File: config.mk
export PLATFORM = sky130hd
export DESIGN_NAME = bus_bridge
export DESIGN_NICKNAME = d
export VERILOG_FILES = /design/src/rtl/bus_bridge_pkg.sv /design/src/rtl/bus_bridge_edge_detect.sv /design/src/rtl/bus_bridge.sv
export SDC_FILE = /design/constraint.sdc
export NUM_CORES = 1
export LEC_CHECK = 0
export CAP_MARGIN = 20
export CORE_ASPECT_RATIO = 0.75
export CORE_MARGIN = 2
export CORE_UTILIZATION = 42
export CTS_BUF_LIST = sky130_fd_sc_hd__clkbuf_2 sky130_fd_sc_hd__clkbuf_4 sky130_fd_sc_hd__clkbuf_8
export DETAILED_ROUTE_END_ITERATION = 8
export PLACE_DENSITY = 0.88
export SYNTH_ARGS = -nofsm -noshare
export SYNTH_HDL_FRONTEND = slang
export SYNTH_SLANG_ARGS = --single-unit
File: constraint.sdc
create_clock -name i_cpu_clk -period 2.67 [get_ports i_cpu_clk]
set_input_delay 0.6675 -clock i_cpu_clk [delete_from_list [all_inputs] [get_ports i_cpu_clk]]
set_output_delay 0.6675 -clock i_cpu_clk [all_outputs]
set_load 0.005 [all_outputs]
File: src/rtl/bus_bridge_pkg.sv
// Shared constants for the CPU-to-memory/IO bridge: bus widths, FSM states
// and the value returned to the CPU when a memory access times out.
package bus_bridge_pkg;

    localparam int DATA_W    = 32;
    localparam int ADDR_W    = 32;
    localparam int IO_ADDR_W = 16;
    localparam int CNT_W     = 10;

    localparam logic [DATA_W-1:0] DEAD_BEEF = 32'hDEAD_BEEF;

    typedef enum logic [1:0] {
        ST_IDLE,
        ST_MEM,
        ST_IO,
        ST_DONE
    } state_t;

endpackage

File: src/rtl/bus_bridge_edge_detect.sv
// Registers the CPU request strobe and flags its rising level change.
module bus_edge_detect (
    input  logic clk,
    input  logic rst_n,
    input  logic strobe,
    output logic rise
);

    logic strobe_q;

    always_ff @(posedge clk) begin
        if (!rst_n) strobe_q <= 1'b0;
        else        strobe_q <= strobe;
    end

    assign rise = strobe & ~strobe_q;

endmodule

File: src/rtl/bus_bridge.sv
// CPU bus bridge: decodes each strobed request to a memory port (ack-based
// with timeout) or an IO port (fixed wait states) and returns read data.
module bus_bridge
    import bus_bridge_pkg::*;
#(
    parameter logic [ADDR_W-1:0] IO_BASE     = 32'hFFFF_0000,
    parameter int                IO_WAIT     = 2,
    parameter int                MEM_TIMEOUT = 255
) (
    input  logic                 i_cpu_clk,
    input  logic                 i_rst_n,
    input  logic                 i_bus_clk,
    input  logic                 i_bus_we,
    input  logic [ADDR_W-1:0]    i_bus_addr,
    input  logic [DATA_W-1:0]    i_bus_data,
    output logic [DATA_W-1:0]    o_bus_data,
    output logic                 o_bus_data_ready,
    output logic                 o_mem_req,
    output logic                 o_mem_we,
    output logic [ADDR_W-1:0]    o_mem_addr,
    output logic [DATA_W-1:0]    o_mem_wdata,
    input  logic [DATA_W-1:0]    i_mem_rdata,
    input  logic                 i_mem_ack,
    output logic                 o_io_sel,
    output logic                 o_io_we,
    output logic [IO_ADDR_W-1:0] o_io_addr,
    output logic [DATA_W-1:0]    o_io_wdata,
    input  logic [DATA_W-1:0]    i_io_rdata,
    output logic                 o_err,
    output logic                 o_overrun
);

    state_t            state, next_state;
    logic              req_edge;
    logic              accept, mem_done, timeout, io_last;
    logic              hold_we;
    logic [ADDR_W-1:0] hold_addr;
    logic [DATA_W-1:0] hold_data;
    logic [CNT_W-1:0]  cnt;

    bus_edge_detect u_edge (
        .clk    (i_cpu_clk),
        .rst_n  (i_rst_n),
        .strobe (i_bus_clk),
        .rise   (req_edge)
    );

    always_ff @(posedge i_cpu_clk) begin
        if (!i_rst_n) state <= ST_IDLE;
        else          state <= next_state;
    end

    always_comb begin
        next_state = state;
        accept     = 1'b0;
        mem_done   = 1'b0;
        timeout    = 1'b0;
        io_last    = 1'b0;
        o_mem_req  = 1'b0;
        o_io_sel   = 1'b0;
        case (state)
            ST_IDLE: begin
                if (req_edge) begin
                    accept     = 1'b1;
                    next_state = (i_bus_addr >= IO_BASE) ? ST_IO : ST_MEM;
                end
            end
            ST_MEM: begin
                o_mem_req = 1'b1;
                // An ack in the final counted cycle still completes normally.
                if (i_mem_ack) begin
                    mem_done   = 1'b1;
                    next_state = ST_DONE;
                end else if (cnt == CNT_W'(MEM_TIMEOUT - 1)) begin
                    timeout    = 1'b1;
                    next_state = ST_DONE;
                end
            end
            ST_IO: begin
                o_io_sel = 1'b1;
                if (cnt == CNT_W'(IO_WAIT - 1)) begin
                    io_last    = 1'b1;
                    next_state = ST_DONE;
                end
            end
            ST_DONE: next_state = ST_IDLE;
            default: next_state = ST_IDLE;
        endcase
    end

    always_ff @(posedge i_cpu_clk) begin
        if (!i_rst_n) begin
            hold_we          <= 1'b0;
            hold_addr        <= '0;
            hold_data        <= '0;
            cnt              <= '0;
            o_bus_data       <= '0;
            o_bus_data_ready <= 1'b1;
            o_err            <= 1'b0;
            o_overrun        <= 1'b0;
        end else begin
            if (accept) begin
                hold_we          <= i_bus_we;
                hold_addr        <= i_bus_addr;
                hold_data        <= i_bus_data;
                o_bus_data_ready <= 1'b0;
            end
            if (req_edge && state != ST_IDLE) o_overrun <= 1'b1;
            if (state == ST_MEM || state == ST_IO) cnt <= cnt + 1'b1;
            else                                   cnt <= '0;
            if (mem_done && !hold_we) o_bus_data <= i_mem_rdata;
            if (io_last && !hold_we)  o_bus_data <= i_io_rdata;
            if (timeout) begin
                o_bus_data <= DEAD_BEEF;
                o_err      <= 1'b1;
            end
            if (state == ST_DONE) o_bus_data_ready <= 1'b1;
        end
    end

    assign o_mem_we    = o_mem_req & hold_we;
    assign o_mem_addr  = hold_addr;
    assign o_mem_wdata = hold_data;
    assign o_io_we     = o_io_sel & hold_we;
    assign o_io_addr   = hold_addr[IO_ADDR_W-1:0];
    assign o_io_wdata  = hold_data;

endmodule

==> metrics <==
wire per inst 15.8 um; largest family of logic cells by synthesized area simple AND/OR/NAND/NOR gates; Clk pin slew, worst setup/hold paths 0.06 ns; H-Tree Depth 4; hpwl dp 11.7 mm; critical-path maximum fanout 4; hold wc startpoint o_mem_addr[20]; CP bufs+invs 2; mux cell area share after synthesis 1.65%; Setup Skew 0.00696 ns; post-CTS sizing 0; peak supply drop 0.389 mV; hold path depth 2; worst endpoint data arrival time 1.83 ns; register area share after synthesis 46.6%; CP required 2.00 ns; count of hold-fix buffers inserted at cts 0; global-route wire length before repair 23.5 mm; Cells after Synth 594; Die X 128 um; insertion delay to the later sink of the worst-skew pair 0.41 ns; status finished, final reports clean; RePlAce Congestion 0.878; GR Util All Layers 23.8%; vias in the first global route 4724; leak pwr 3.24 nW; Syn Nets 735; Initial Utilization 43.7%; Post-synth EDFFs 0; antenna-violating nets left 0; fin crit share 93.4%; adder-cell share of the synthesized area 2.06%; TritonCTS clock tree yes; Hold Path End o_mem_addr[20]; vias per cell 5.01; IO Pins 284; row count 33; WP depth 4; post-synthesis simple-gate area fraction 20.2%; actual slew at the worst max-slew pin 0.497 ns; Synth-to-Final Area Change 61.1%; Power Density 715 nW/um^2; Fmax 0.401 GHz; crit start category flip-flop; CTS Buffer Depth 2; final hold violation count 0; FF-to-FF Start state[0]; r2r endpoint o_bus_data[5]; via count 4862; Buffers on Ports 283; Yosys cell types 35; Worst R2R Path Depth 6; Slew Limit Fails 0; Hold Path Class reg2reg; Total Neg Setup Slack 0 ns; clk sinks 113; Core Area 11100 um^2; syn avg cell area 8.17 um^2; gr ovfl total 0; ys flop type dfxtp_1; YS warnings 0; die area 12400 um^2; Commonest cells post-synth nand2_1, dfxtp_1, a21oi_1; critical path's slowest cell clkdlybuf4s50_1; RSZ-0062 raised after global routing false; area leader, netlist dfxtp_1; total wire length 15.3 mm; Compound-Gate Fraction of Synth Area 16.7%; Synth top area share 46.6%; FILL cells 826; R2R setup slack 0.50 ns; final core utilization 70.4%; # setup viols final 0; Detailed Routing Iterations Pass 1 4; Max-Cap Viols 0; Layout Nets 961; Cell Chain, Critical Path inv_1 > ha_1 > and2_1 > clkdlybuf4s50_1; Iter 0 DRT Violations 189; n_diodes 0; kind of critical path reg2out; layout cells sized above 1 5.90%; CP peak stage delay 0.52 ns; Worst setup EP type primary output; Residual DRC 0; CP top delay family buffers and inverters; Slew HR 66.8%; min Tclk post-route 2.49 ns; CTS Buf Count 17; initial antenna violation count 0; register bit total from synthesis 113; top-count cell post-synth nand2_1; Root Buffer clkbuf_8; post-synthesis xor/xnor area fraction 1.44%; ys async rst share 0%; largest net degree at the start of global routing 63; post-CTS setup buffer count 0; Die Height 97.1 um; Synth area leaders dfxtp_1, nand2_1, a21oi_1, buf_4, nor2_1; Post-Syn Area 4850 um^2
## report_power, final
group	switching (mW)	internal [mW]	leakage, nW
registers	0.194	1.97	0.922
logic	0.854	1.12	2.12
clock network	0.638	0.819	0.193
## worst min-delay path, delay by kind of cell (launching register included)
kind	cells	cell delay, ns
simple gates	1	0.05
compound gates	1	0.05
flops	1	0.31
## final cells by class
cell class                      count  area (um^2)  area share [%]
Timing Repair Buffer              291         2940            37.7
Clock inverter                      7         60.1           0.768
Clock buffer                       22          297            3.79
Multi-Input combinational cell    389         2050            26.2
Sequential cell                   113         2260            28.9
Inverter                            8         30.0           0.384
Tap cell                          140          175            2.24
## flip-flops by register name, summed over array words and instances, names as in the netlist
name,cells
o_bus_data,32
o_io_wdata,32
o_mem_addr,32
cnt,10
state,2
hold_we,1
o_bus_data_ready,1
o_err,1
o_overrun,1
u_edge.strobe_q,1
## metrics by stage
stage / instance area (um^2) / power (mW) / instances / hold WS [ns] / setup slack (ns)
3_3_place_gp: 7460 / 4.10 / 941 / 0.443 / 0.328
4_1_cts: 7820 / 5.65 / 970 / 0.456 / 0.149
2_1_floorplan: 4850 / 3.11 / 594 / 0.442 / 0.750
3_5_place_dp: 7460 / 4.17 / 941 / 0.447 / 0.258
5_1_grt: 7820 / 5.90 / 970 / 0.466 / 0.0899
6_report: 7820 / 5.59 / 970 / 0.455 / 0.177
## worst max path at each step
stage	startpoint	to	slack (ns)
after floorplan	i_bus_clk	hold_we	0.75
after detailed placement	i_bus_clk	o_io_wdata[21]	0.26
after CTS	state[1]	o_mem_we	0.15
after global routing	state[1]	o_mem_we	0.09
after global placement	i_mem_ack	o_bus_data[2]	0.33
final	state[1]	o_mem_we	0.18
## cell usage in the layout, fill, tap and decap left out, types with 7 or more instances in the layout
cell,synthesis,routed
a211oi_1,9,9
clkdlybuf4s50_1,0,283
dfxtp_1,113,113
nand3_1,7,7
a21oi_1,90,90
clkbuf_8,1,21
o211a_1,24,24
nor2_1,73,72
ha_1,8,8
mux2i_1,8,8
nand2_1,134,134
inv_1,7,7
## cells by family (layout without fill, tap and decap cells)
kind of cell / after synthesis / in the layout
simple gates: 236 / 236
mux: 8 / 8
flops: 113 / 113
compound gates: 129 / 129
xor+xnor: 8 / 8
fa+ha+maj: 8 / 8
buf+inv: 92 / 328
## routing by layer
layer | vias to the layer above | track usage [%] | wire length, um
met2 | 215 | 41.9 | 7780
li1 | 2370 | - | -
met1 | 2243 | 26.2 | 5970
met3 | 34 | 8.20 | 1170
met5 | - | 0 | 0
met4 | 0 | 9.72 | 370
No activity file was read; power rests on OpenSTA's default activity.
